File: config.mk
export PLATFORM = sky130hd
export DESIGN_NAME = dct_reload_timer
export DESIGN_NICKNAME = d
export VERILOG_FILES = /design/src/rtl/dct_reload_timer_pkg.sv /design/src/rtl/dct_readback_latch.sv /design/src/rtl/dct_reload_timer.sv
export SDC_FILE = /design/constraint.sdc
export NUM_CORES = 1
export LEC_CHECK = 0
export CORE_MARGIN = 5
export CORE_UTILIZATION = 48
export CTS_CLUSTER_DIAMETER = 100
export DETAILED_ROUTE_END_ITERATION = 8
export PLACE_DENSITY = 0.88
export SLEW_MARGIN = 20
export SYNTH_ARGS = -nofsm -noshare
export SYNTH_HDL_FRONTEND = slang
export SYNTH_SLANG_ARGS = --single-unit
File: constraint.sdc
create_clock -name C -period 2.6 [get_ports C]
set_clock_uncertainty 0.1 [all_clocks]
set_input_delay 0.26 -clock C [delete_from_list [all_inputs] [get_ports C]]
set_output_delay 0.26 -clock C [all_outputs]
set_load 0.03 [all_outputs]
File: src/rtl/dct_reload_timer_pkg.sv
`default_nettype none
// ============================================================================
// dct_reload_timer_pkg : shared state and mode encodings for the reload timer
// Revision: 1.0
// ============================================================================
package dct_reload_timer_pkg;

   typedef enum logic [1:0] {
      ST_IDLE  = 2'd0,
      ST_ARMED = 2'd1,
      ST_DONE  = 2'd2
   } state_e;

   localparam logic MODE_ONESHOT = 1'b0;
   localparam logic MODE_RELOAD  = 1'b1;

endpackage : dct_reload_timer_pkg
`default_nettype wire

File: src/rtl/dct_readback_latch.sv
`default_nettype none
// ============================================================================
// dct_readback_latch : snapshot register capturing the live count for readback
// Revision: 1.0
// ============================================================================
module dct_readback_latch
   import dct_reload_timer_pkg::*;
#(
   parameter int WIDTH = 4
) (
   input  logic             clk_i,
   input  logic             rst_ni,
   input  logic             latch_i,
   input  logic [WIDTH-1:0] cnt_i,
   output logic [WIDTH-1:0] ol_o
);

   logic [WIDTH-1:0] ol_q;
   logic [WIDTH-1:0] ol_d;

   always_comb begin
      ol_d = ol_q;
      if (latch_i) begin
         ol_d = cnt_i;
      end
   end

   always_ff @(posedge clk_i or negedge rst_ni) begin
      if (!rst_ni) begin
         ol_q <= '0;
      end else begin
         ol_q <= ol_d;
      end
   end

   assign ol_o = ol_q;

endmodule : dct_readback_latch
`default_nettype wire

File: src/rtl/dct_reload_timer.sv
`default_nettype none
// ============================================================================
// dct_reload_timer : presettable cascadable down-counter, one-shot/auto-reload
// Revision: 1.0
// ============================================================================
module dct_reload_timer
   import dct_reload_timer_pkg::*;
#(
   parameter int WIDTH = 4
) (
   input  logic             C,
   input  logic             notR,
   input  logic [WIDTH-1:0] D,
   input  logic             notEWR,
   input  logic             E1,
   input  logic             E2,
   input  logic             MODE,
   input  logic             LATCH,
   output logic [WIDTH-1:0] Q,
   output logic [WIDTH-1:0] OL,
   output logic             BR,
   output logic             RUN
);

   localparam logic [WIDTH-1:0] c_one = WIDTH'(1);

   state_e           state_q;
   state_e           state_d;
   logic [WIDTH-1:0] cnt_q;
   logic [WIDTH-1:0] cnt_d;
   logic [WIDTH-1:0] rl_q;
   logic [WIDTH-1:0] rl_d;
   logic             br_q;
   logic             br_d;
   logic             w_count;
   logic             w_tc;

   assign w_count = (state_q == ST_ARMED) && E1 && E2;
   assign w_tc    = (cnt_q == c_one);

   always_comb begin
      state_d = state_q;
      cnt_d   = cnt_q;
      rl_d    = rl_q;
      br_d    = 1'b0;
      if (!notEWR) begin
         cnt_d   = D;
         rl_d    = D;
         state_d = ST_ARMED;
      end else if (w_count) begin
         if (w_tc) begin
            br_d = 1'b1;
            if (MODE == MODE_RELOAD) begin
               cnt_d = rl_q;
            end else begin
               cnt_d   = '0;
               state_d = ST_DONE;
            end
         end else begin
            // A preload of 0 wraps to all-ones here, giving a 2^WIDTH period.
            cnt_d = cnt_q - c_one;
         end
      end
   end

   always_ff @(posedge C or negedge notR) begin
      if (!notR) begin
         state_q <= ST_IDLE;
         cnt_q   <= '0;
         rl_q    <= '0;
         br_q    <= 1'b0;
      end else begin
         state_q <= state_d;
         cnt_q   <= cnt_d;
         rl_q    <= rl_d;
         br_q    <= br_d;
      end
   end

   dct_readback_latch #(
      .WIDTH (WIDTH)
   ) u_readback (
      .clk_i   (C),
      .rst_ni  (notR),
      .latch_i (LATCH),
      .cnt_i   (cnt_q),
      .ol_o    (OL)
   );

   assign Q   = cnt_q;
   assign BR  = br_q;
   assign RUN = (state_q == ST_ARMED);

endmodule : dct_reload_timer
`default_nettype wire

[Word-level counts from Yosys, hierarchy flattened]
Cells that the tools add are included.
Word-level totals
  logic and storage cells: 25
  output and inout bits: 10
  register bits after elaboration: 15
Cells by class
  add/sub/neg operators: 1
  mux-type cells: 11
  equal/unequal tests: 5
  reduce and logical (&&, ||, !) cells: 3
Operators by type and width (number)
  $mux W4: 4
  $mux W2: 4
  $eq A4 B1 Y1 const B: 1
  $ne A2 B1 Y1 const B: 2
  $sub A4 B1 Y4 const B: 1
  $mux W1: 3
  $reduce_and A3 Y1: 1
  $eq A2 B1 Y1 const B: 1
  $logic_and A1 B1 Y1: 2
  $ne A2 B2 Y1 const B: 1

[Longest topological paths before layout]
Gate-level depths: netlist of the first run.
  depth in word-level cells: 5
  depth in mapped cells: 6

[Cells and area by module]
A second synthesis of the first run with hierarchy kept.
Second synthesis, totals
  cells, all modules: 71
  area, all modules: 754.5 µm²
By module, submodules not included
  dct_reload_timer: area an instance 609.3 µm², sequential area each 275.3 µm², instances 1, cells an instance 63
  dct_readback_latch: area an instance 145.1 µm², sequential area each 100.1 µm², instances 1, cells an instance 8

[Least setup slack after synthesis of the first run]
Ideal clock, no wire load.
  kind: register to register
  start point: reg cnt_q[0], in the netlist Q[0]
  end point: reg cnt_q[3], in the netlist Q[3]
  stages on the path, launching flop included: 6
  period minus slack after synthesis: 1.661 ns
  setup time: 0.077 ns
  data arrival time: 1.485 ns
  slack: 0.939 ns
  cell sequence: dfrtp_1 -> ha_1 -> nor3b_4 -> nand4_1 -> and3_1 -> o21ai_1
Between the ends
  word-level cells in the longest chain between the ends: 4
  elaborated cells between the ends (all ways): 5
  those cells by class: add/sub (1); eq/ne (1); mux (3)
Ends and longest elaborated chain
  start, declared: RTL line dct_reload_timer.sv:29  | logic [WIDTH-1:0] cnt_q;
  start signal, assigned: RTL line dct_reload_timer.sv:74  | cnt_q <= cnt_d;
  $sub A4 B1 Y4 / $eq A4 B1 Y1 (equally long branches): RTL line dct_reload_timer.sv:61, dct_reload_timer.sv:39
  $mux W4 (*): RTL line dct_reload_timer.sv:51  | if (w_tc) begin
  $mux W4 (*): RTL line dct_reload_timer.sv:50  | end else if (w_count) begin
  $mux W4 (*): RTL line dct_reload_timer.sv:46  | if (!notEWR) begin
Mark *: on every way between the ends. The rest lies on a longest branch, timed or not. The select of a mux whose other input is x is not followed.
A chain may end at the register's enable or synchronous reset.

[Worst setup path in the final report of the first run]
  start point: reg cnt_q[3], in the netlist Q[3]
  end point: out Q[3]
RTL lines
  end, declared: RTL line dct_reload_timer.sv:19  | output logic [WIDTH-1:0] Q,
No word-level cell between the ends.

==> qor.txt, run 1 <==
Die ar. = 2383 um2
Total negative setup slack = 0 ns
Critical Path AT = 1.51 ns
Minimum clock period = 1.875 ns
Main combinational cell family by area after synthesis = simple AND/OR/NAND/NOR gates
Final core utilization = 0.6531
Detailed-route via count = 577
Io pins = 21
Element type at the critical path end = output port
Max-slew headroom = 0.5484
XOR/XNOR Fraction of Synth Area = 0
Mapped Nets = 83
Max Slew Vio Count = 0
Worst Hold Class = input pin to async pin
Die height = 48.82 um
ANT nets after route = 0
Crit-path leading delay family = buffers and inverters
Post-route setup slack = 0.7253 ns
Vias in the first global route = 588
Initial drt markers = 11
Remaining Overflow, GRT = 0
Worst setup startpoint = Q[3]$_DFFE_PN0P_
Fmax = 0.5334 GHz
Max Cap Viol = 0
Fin crit share = 0.7210
GRT Total Usage = 0.1457
Nets = 106
RD Place Congestion = 0.7533
Compound-Gate Fraction of Synth Area = 0.1055
Layout cells sized above 1 = 0.08696
Root Buffer = clkbuf_4
CP max stage cell = clkdlybuf4s50_1
DP Wirelength = 1.190 mm
Core area = 1471 um2
LEAKAGE = 0.4387 nW
DRT Wirelength = 1.561 mm
CTS sink count = 15
Mux contribution to synthesized area = 0.1038
Worst Path Max Fanout = 7
Post-Synth Adder-Cell Area = 0.03460
CTS tree = built
Clock-pin slew on the worst setup and hold paths = 0.09 ns
Post-Layout Inst Area = 960.9 um2
# Post-CTS Setup Buffers = 0
Status = completed
Cts bufs inserted = 3
Cells after DPL = 104
First-pass GRT wire length = 2.725 mm
Unique masters post-synth = 25
Crit start category = flop
CP required = 2.24 ns
Fin. Hold Viols = 0
Place WS = 0.8720 ns
RSZ-0062 raised after global routing = false
Wire length per cell = 14.45 um
Die width = 48.82 um
Crit-path cells = clkdlybuf4s50_1
Avg Inst Size Synth = 10.33 um2
Post-Layout Cell Count = 108
Number of antenna diodes = 0
Largest net degree at the start of global routing = 18
Drt drc = 0
Maximum VDD drop = 0.3275 mV
Crit path kind = flop to output port
R2r startpoint = Q[0]$_DFFE_PN0P_
CTS resizes = 0
Deepest clock path buffer count = 2
Dpl cell area = 934.6 um2
Worst-Margin Slew = 0.6753 ns
Simple-gate share of the synthesized area = 0.1990
Antenna violations before repair = 0
CP max stage delay = 0.73 ns
Worst Hold Margin = 0.2822 ns
Post-CTS Hold Buffers = 0
CTS H-tree depth = 1
Mapped cell area = 723.2 um2
Vias per inst = 5.343
Port bufs = 20
Power Total = 0.5647 mW
Worst-skew pair later-pin latency = 0.28 ns
Sequential element share of the synthesized area = 0.5190
Mapped Cells = 70
Setup violations, final = 0
P per Cell Area = 587.7 nW/um2
Initial core utilization = 0.4915
Yosys warnings = 0
Buf+Inv Stages, Crit Path = 1
DR pass1 iterations = 4
Rows = 14
Area grow syn2layout = 32.87%
Synthesized flop and latch total = 15
-- cells by family (layout without fill, tap and decap cells) --
| logic type | Yosys count | after routing |
|---|---|---|
| AND/OR/NAND/NOR | 26 | 26 |
| flip-flops | 15 | 15 |
| AO/OA/AOI/OAI | 13 | 13 |
| multiplexers | 7 | 7 |
| buffers and inverters | 7 | 29 |
| adder cells (fa/ha/maj) | 2 | 2 |
-- synth_stat cells --
cell type | n | area share
dfrtp_1 | 15 | 0.52
nand2_1 | 10 | 0.052
inv_1 | 5 | 0.026
mux2_2 | 4 | 0.062
o21ai_1 | 4 | 0.028
mux2i_1 | 3 | 0.042
nand2b_1 | 3 | 0.026
nor2_1 | 3 | 0.016
o21ai_0 | 3 | 0.021
a21oi_1 | 2 | 0.014
and3_1 | 2 | 0.017
ha_1 | 2 | 0.035
nand3_1 | 2 | 0.014
and4b_1 | 1 | 0.014
buf_2 | 1 | 0.0069
clkbuf_1 | 1 | 0.0052
nand3b_1 | 1 | 0.010
nand4_1 | 1 | 0.0087
nor2b_1 | 1 | 0.0087
nor3_1 | 1 | 0.0069
nor3b_4 | 1 | 0.026
o211a_1 | 1 | 0.014
o211ai_1 | 1 | 0.010
o21a_1 | 1 | 0.010
o22ai_1 | 1 | 0.0087
-- layout make-up --
class / count / area [um2]
Inverter: 5 / 18.77
Timing Repair Buffer: 20 / 200.2
Multi-Input combinational cell: 48 / 320.3
Tap cell: 16 / 20.02
Clock buffer: 4 / 26.28
Sequential cell: 15 / 375.4
Fill cell: 125 / 510.5
-- layer usage --
metal  track usage  vias to the layer above  part of all wire
li1              -                      286                 -
met1        0.1774                      272              0.42
met2        0.2413                       13              0.51
met3       0.02141                        6             0.035
met4       0.08520                        0             0.035
met5             0                        -                 0
-- power breakdown --
group / switching [mW] / internal (mW)
combinational: 0.0808 / 0.0737
clock: 0.0718 / 0.0596
sequential: 0.0227 / 0.256
total: 0.175 / 0.389
-- flip-flops by register name (all words and copies together), names as in the netlist --
name / cells
Q: 4
BR: 1
state_q: 2
rl_q: 4
u_readback.ol_o: 4
-- cells in the final DEF, fill, tap and decap left out, types with 2 or more instances in the layout --
cell             instances
a21oi_1                  2
and3_1                   2
clkbuf_4                 3
clkdlybuf4s50_1         20
dfrtp_1                 15
ha_1                     2
inv_1                    5
mux2_2                   4
mux2i_1                  3
nand2_1                 10
nand2b_1                 3
nand3_1                  2
nor2_1                   3
o21ai_0                  3
o21ai_1                  4
-- path summary, 6_finish.rpt --
check | slack [ns] | end | depth (start not counted)
max | 0.73 | Q[3] | 1
min | 0.28 | rl_q[1]$_DFFE_PN0N_ | 1
max reg2reg | 0.92 | Q[3]$_DFFE_PN0P_ | 5
min reg2reg | 0.39 | rl_q[1]$_DFFE_PN0N_ | 2
max in group asynchronous | 1.69 | u_readback.ol_o[2]$_DFFE_PN0P_ | 1
min in group C | 0.39 | rl_q[1]$_DFFE_PN0N_ | 2
Note: power is estimated with default switching activity, not from simulation.
==> run 2, diff against run 1 <==
CORE_UTILIZATION = 45   (was 48)
PLACE_DENSITY = 0.83   (was 0.88)
clock period = 1.8 ns   (was 2.6 ns; I/O delays follow)
==> run 2 against run 1 <==
Net effect:
- sequential power is 44% higher
- setup slack worse by 0.61 ns
- via count is 2.1% higher
- combinational power is 47% higher
- die area is 5.3% higher
- count of clock-buffer cells in the layout stayed put
- critical endpoint is now Q[1]
- hold slack worse by 0.19 ns
- design area is 3.1% higher
- utilization is 0.28 points lower
==> qor.txt, run 2 (synthesis results as in run 1) <==
Status = completed
Place WS = 0.1473 ns
Core area = 1524 um2
Remaining Overflow, GRT = 0
Setup violations, final = 0
P per Cell Area = 833.9 nW/um2
Post-route met1 wirelength = 648 um
Post-route setup slack = 0.1163 ns
Fin crit share = 0.9354
Detailed-route via count = 589
Die height = 50.09 um
Clock-pin slew on the worst setup and hold paths = 0.09 ns
ANT nets after route = 0
Crit start category = flop
Worst Path Max Fanout = 5
Fmax = 0.5939 GHz
Cts bufs inserted = 3
Layout cells sized above 1 = 0.1263
CTS tree = built
Crit-path cells = clkdlybuf4s50_1
RD Place Congestion = 0.7595
Port bufs = 20
Max-slew headroom = 0.7532
Final core utilization = 0.6502
Worst-skew pair later-pin latency = 0.29 ns
Largest net degree at the start of global routing = 16
CTS sink count = 15
Antenna violations before repair = 0
Initial core utilization = 0.4745
Worst Hold Class = input pin to async pin
Critical Path AT = 1.40 ns
Post-Layout Inst Area = 991.0 um2
Buf+Inv Stages, Crit Path = 1
Worst-Margin Slew = 0.3699 ns
Drt drc = 0
Commonest non-fill, non-tap cell in the layout = clkdlybuf4s50_1
Nets = 109
Io pins = 21
Minimum clock period = 1.684 ns
Number of antenna diodes = 0
Element type at the critical path end = output port
DP Wirelength = 1.081 mm
LEAKAGE = 0.4755 nW
Crit path kind = flop to output port
Post-CTS Hold Buffers = 0
CP required = 1.52 ns
CP max stage delay = 0.71 ns
GRT Total Usage = 0.1398
Die ar. = 2509 um2
Max layer used = met4
RSZ-0062 raised after global routing = false
CP max stage cell = clkdlybuf4s50_1
Fin. Hold Viols = 0
Wire length per cell = 13.88 um
DR pass1 iterations = 4
Crit-path leading delay family = buffers and inverters
Root Buffer = clkbuf_4
Vias in the first global route = 551
Max Slew Vio Count = 0
DRT Wirelength = 1.541 mm
Die width = 50.09 um
Area grow syn2layout = 37.02%
Rows = 14
Met3 wire length = 81 um
Commonest non-fill, non-tap cells in the layout = clkdlybuf4s50_1 (16), dfrtp_1 (14), nand2_1 (10), inv_1 (5)
Maximum VDD drop = 0.5069 mV
Deepest clock path buffer count = 2
Initial drt markers = 6
Max Cap Viol = 0
Dpl cell area = 949.7 um2
Met2 WL = 770 um
First-pass GRT wire length = 2.628 mm
Vias per inst = 5.306
CTS H-tree depth = 1
Total negative setup slack = 0 ns
run 2: changes by cell type in the layout (fill, tap and decap cells not counted), sizes merged:
cell / change
buf: +3
clkdlybuf4s50: -4
dlygate4sd2: +1
dlymetal6s2s: +3
run 2: metrics by stage:
stage / std cells / total power [mW] / hold WS (ns)
2_1_floorplan: 70 / 0.5297 / -0.2156
3_3_place_gp: 106 / 0.6303 / 0.3672
3_5_place_dp: 106 / 0.6358 / 0.3715
4_1_cts: 110 / 0.8291 / 0.1058
5_1_grt: 111 / 0.8697 / 0.1381
6_report: 111 / 0.8264 / 0.09640
run 2: path summary, 6_finish.rpt:
kind | startpoint | endpoint | slack, ns | cells after the start
worst max-delay path | Q[1]$_DFFE_PN0P_ | Q[1] | 0.12 | 1
worst min-delay path | notR | rl_q[0]$_DFFE_PN0N_ | 0.1 | 2
worst max register to register | Q[1]$_DFFE_PN0P_ | Q[1]$_DFFE_PN0P_ | 0.18 | 7
worst min register to register | rl_q[1]$_DFFE_PN0N_ | rl_q[1]$_DFFE_PN0N_ | 0.39 | 2
max in group asynchronous | notR | Q[0]$_DFFE_PN0P_ | 1.32 | 2
min in group C | D[0] | rl_q[0]$_DFFE_PN0N_ | 0.36 | 3
run 2: timing repair:
item                       in CTS  in global routing
setup endpoints to repair       1                  4
buffers inserted                0                  1
resized for setup               1                  4
cloned                          0                  0
run 2: report_power, final:
group	leakage, nW	internal [mW]	switching, mW
clock network	0.0150	0.0864	0.112
registers	0.181	0.370	0.0308
logic	0.280	0.109	0.118
run 2: final cells by class:
type | instances | area (um2)
multi-input combinational | 48 | 320.3
tap | 16 | 20.02
inverter | 5 | 18.77
sequential | 15 | 376.6
timing repair buffer | 23 | 229.0
fill | 125 | 533.0
clock buffer | 4 | 26.28
run 2: routing by layer:
layer / vias to the layer above / GRT usage
met5: - / 0
met4: 0 / 0.07860
met3: 5 / 0.03916
met2: 12 / 0.2134
met1: 279 / 0.1735
li1: 293 / -
==> run 3, diff against run 2 <==
CELL_PAD_IN_SITES_DETAIL_PLACEMENT = 0   (was default)
CELL_PAD_IN_SITES_GLOBAL_PLACEMENT = 1   (was default)
CORE_UTILIZATION = 34   (was 45)
==> run 3 against run 2 <==
Net effect:
- first-iteration DRC count is 50% higher
- flip-flop and latch count did not move
- via count fell by 1.7%
- register-to-register slack better by 0.04 ns
- critical path depth is the same
- utilization is 15 points lower
- design area is 1.6% higher
- setup slack lost 0.078 ns
- combinational power increased by 4%
- clock power down 3%
- die area is 26% higher
- critical endpoint is now Q[2]
==> qor.txt, run 3 (synthesis results as in run 1) <==
Status = completed
Deepest clock path buffer count = 2
Crit-path leading delay family = buffers and inverters
Worst Path Max Fanout = 6
Crit start category = flop
CTS sink count = 15
CP max stage delay = 0.72 ns
Number of antenna diodes = 0
CTS H-tree depth = 1
First-pass GRT wire length = 2.697 mm
Initial drt markers = 9
Commonest non-fill, non-tap cell in the layout = clkdlybuf4s50_1
Minimum clock period = 1.761 ns
Initial core utilization = 0.3613
Antenna violations before repair = 0
Max Slew Vio Count = 0
Max Cap Viol = 0
DP Wirelength = 1.207 mm
Worst-Margin Slew = 0.3755 ns
Remaining Overflow, GRT = 0
Commonest non-fill, non-tap cells in the layout = clkdlybuf4s50_1 (19), dfrtp_1 (15), nand2_1 (10), inv_1 (5)
Vias in the first global route = 601
Nets = 110
Element type at the critical path end = output port
Post-CTS Hold Buffers = 0
Crit-path cells = clkdlybuf4s50_1
Die height = 56.12 um
DR pass1 iterations = 2
Root Buffer = clkbuf_4
LEAKAGE = 0.4684 nW
Setup violations, final = 0
Die ar. = 3149 um2
Worst-skew pair later-pin latency = 0.28 ns
RSZ-0062 raised after global routing = false
Max-slew headroom = 0.7495
Vias per inst = 4.707
Crit path kind = flop to output port
Largest net degree at the start of global routing = 16
Rows = 16
Layout cells sized above 1 = 0.1250
Fill cells = 192
CP max stage cell = clkdlybuf4s50_1
Area grow syn2layout = 39.27%
Cts bufs inserted = 3
Port bufs = 20
CP required = 1.52 ns
GRT Total Usage = 0.1088
DRT Wirelength = 1.575 mm
Clock-pin slew on the worst setup and hold paths = 0.09 ns
Fin crit share = 0.9786
Io pins = 21
Critical Path AT = 1.48 ns
FF/Latch Area = 375.4 um2
Power Total = 0.8262 mW
Wire length per cell = 12.80 um
Multi-input logic area = 320.3 um2
RD Place Congestion = 0.7546
Drt drc = 0
Detailed-route via count = 579
Maximum VDD drop = 0.3542 mV
Die width = 56.12 um
Core area = 2002 um2
Total negative setup slack = 0 ns
Fin. Hold Viols = 0
CTS tree = built
Buf+Inv Stages, Crit Path = 1
Worst Hold Class = input pin to async pin
ANT nets after route = 0
P per Cell Area = 820.3 nW/um2
Fmax = 0.5677 GHz
-- run 3: cell types whose count changed in the layout (fill, tap and decap cells not counted) --
cell,before,now
dfrtp_1,14,15
clkdlybuf4s50_1,16,19
dfrtp_2,1,0
dlymetal6s2s_1,3,1
buf_4,3,4
dlygate4sd2_1,1,0
-- run 3: power breakdown --
group	leakage, nW	internal, mW	switching (mW)
Clock	0.0150	0.0860	0.107
Sequential	0.182	0.370	0.0277
Combinational	0.272	0.114	0.122
Total	0.468	0.570	0.256
-- run 3: through the flow --
step | util | hold WS [ns] | std cells | area (um2) | setup WS (ns)
3_5_place_dp | 0.4888 | 0.3734 | 119 | 978.4 | 0.1716
6_report | 0.5031 | 0.1137 | 123 | 1007 | 0.03858
3_3_place_gp | 0.4888 | 0.3664 | 119 | 978.4 | 0.1881
4_1_cts | 0.5019 | 0.1176 | 123 | 1005 | 0.003300
5_1_grt | 0.5031 | 0.1305 | 123 | 1007 | 0.004191
2_1_floorplan | - | -0.2156 | 70 | 723.2 | 0.1389
-- run 3: timing repair --
action,4_1_cts,5_1_grt
endpoints found under the setup margin,0,1
gates resized for setup,0,1
buffers inserted,0,0
-- run 3: area by class of cell --
type	count	share of cell area
repair buffers	24	0.2311
flip-flops and latches	15	0.3727
inverters	5	0.01863
clock buffers	4	0.02609
well taps	27	0.03354
multi-input cells	48	0.3180
-- run 3: path summary, 6_finish.rpt --
path,start,end,slack (ns),cells after the start
setup / recovery,Q[2]$_DFFE_PN0P_,Q[2],0.04,1
hold / removal,notR,Q[0]$_DFFE_PN0P_,0.11,2
setup reg to reg,Q[1]$_DFFE_PN0P_,Q[3]$_DFFE_PN0P_,0.22,6
hold reg to reg,rl_q[3]$_DFFE_PN0N_,rl_q[3]$_DFFE_PN0N_,0.39,2
max in group asynchronous,notR,Q[2]$_DFFE_PN0P_,1.31,2
min in group C,D[1],rl_q[1]$_DFFE_PN0N_,0.36,3
-- run 3: per-layer routing --
layer  routed length (um)  vias up  GRT usage  part of all wire
li1                     -      292          -                 -
met5                    0        -          0                 0
met4                   37        0    0.06102             0.023
met1                  705      272     0.1264              0.45
met3                   45        5    0.01624             0.029
met2                  786       10     0.1886              0.50
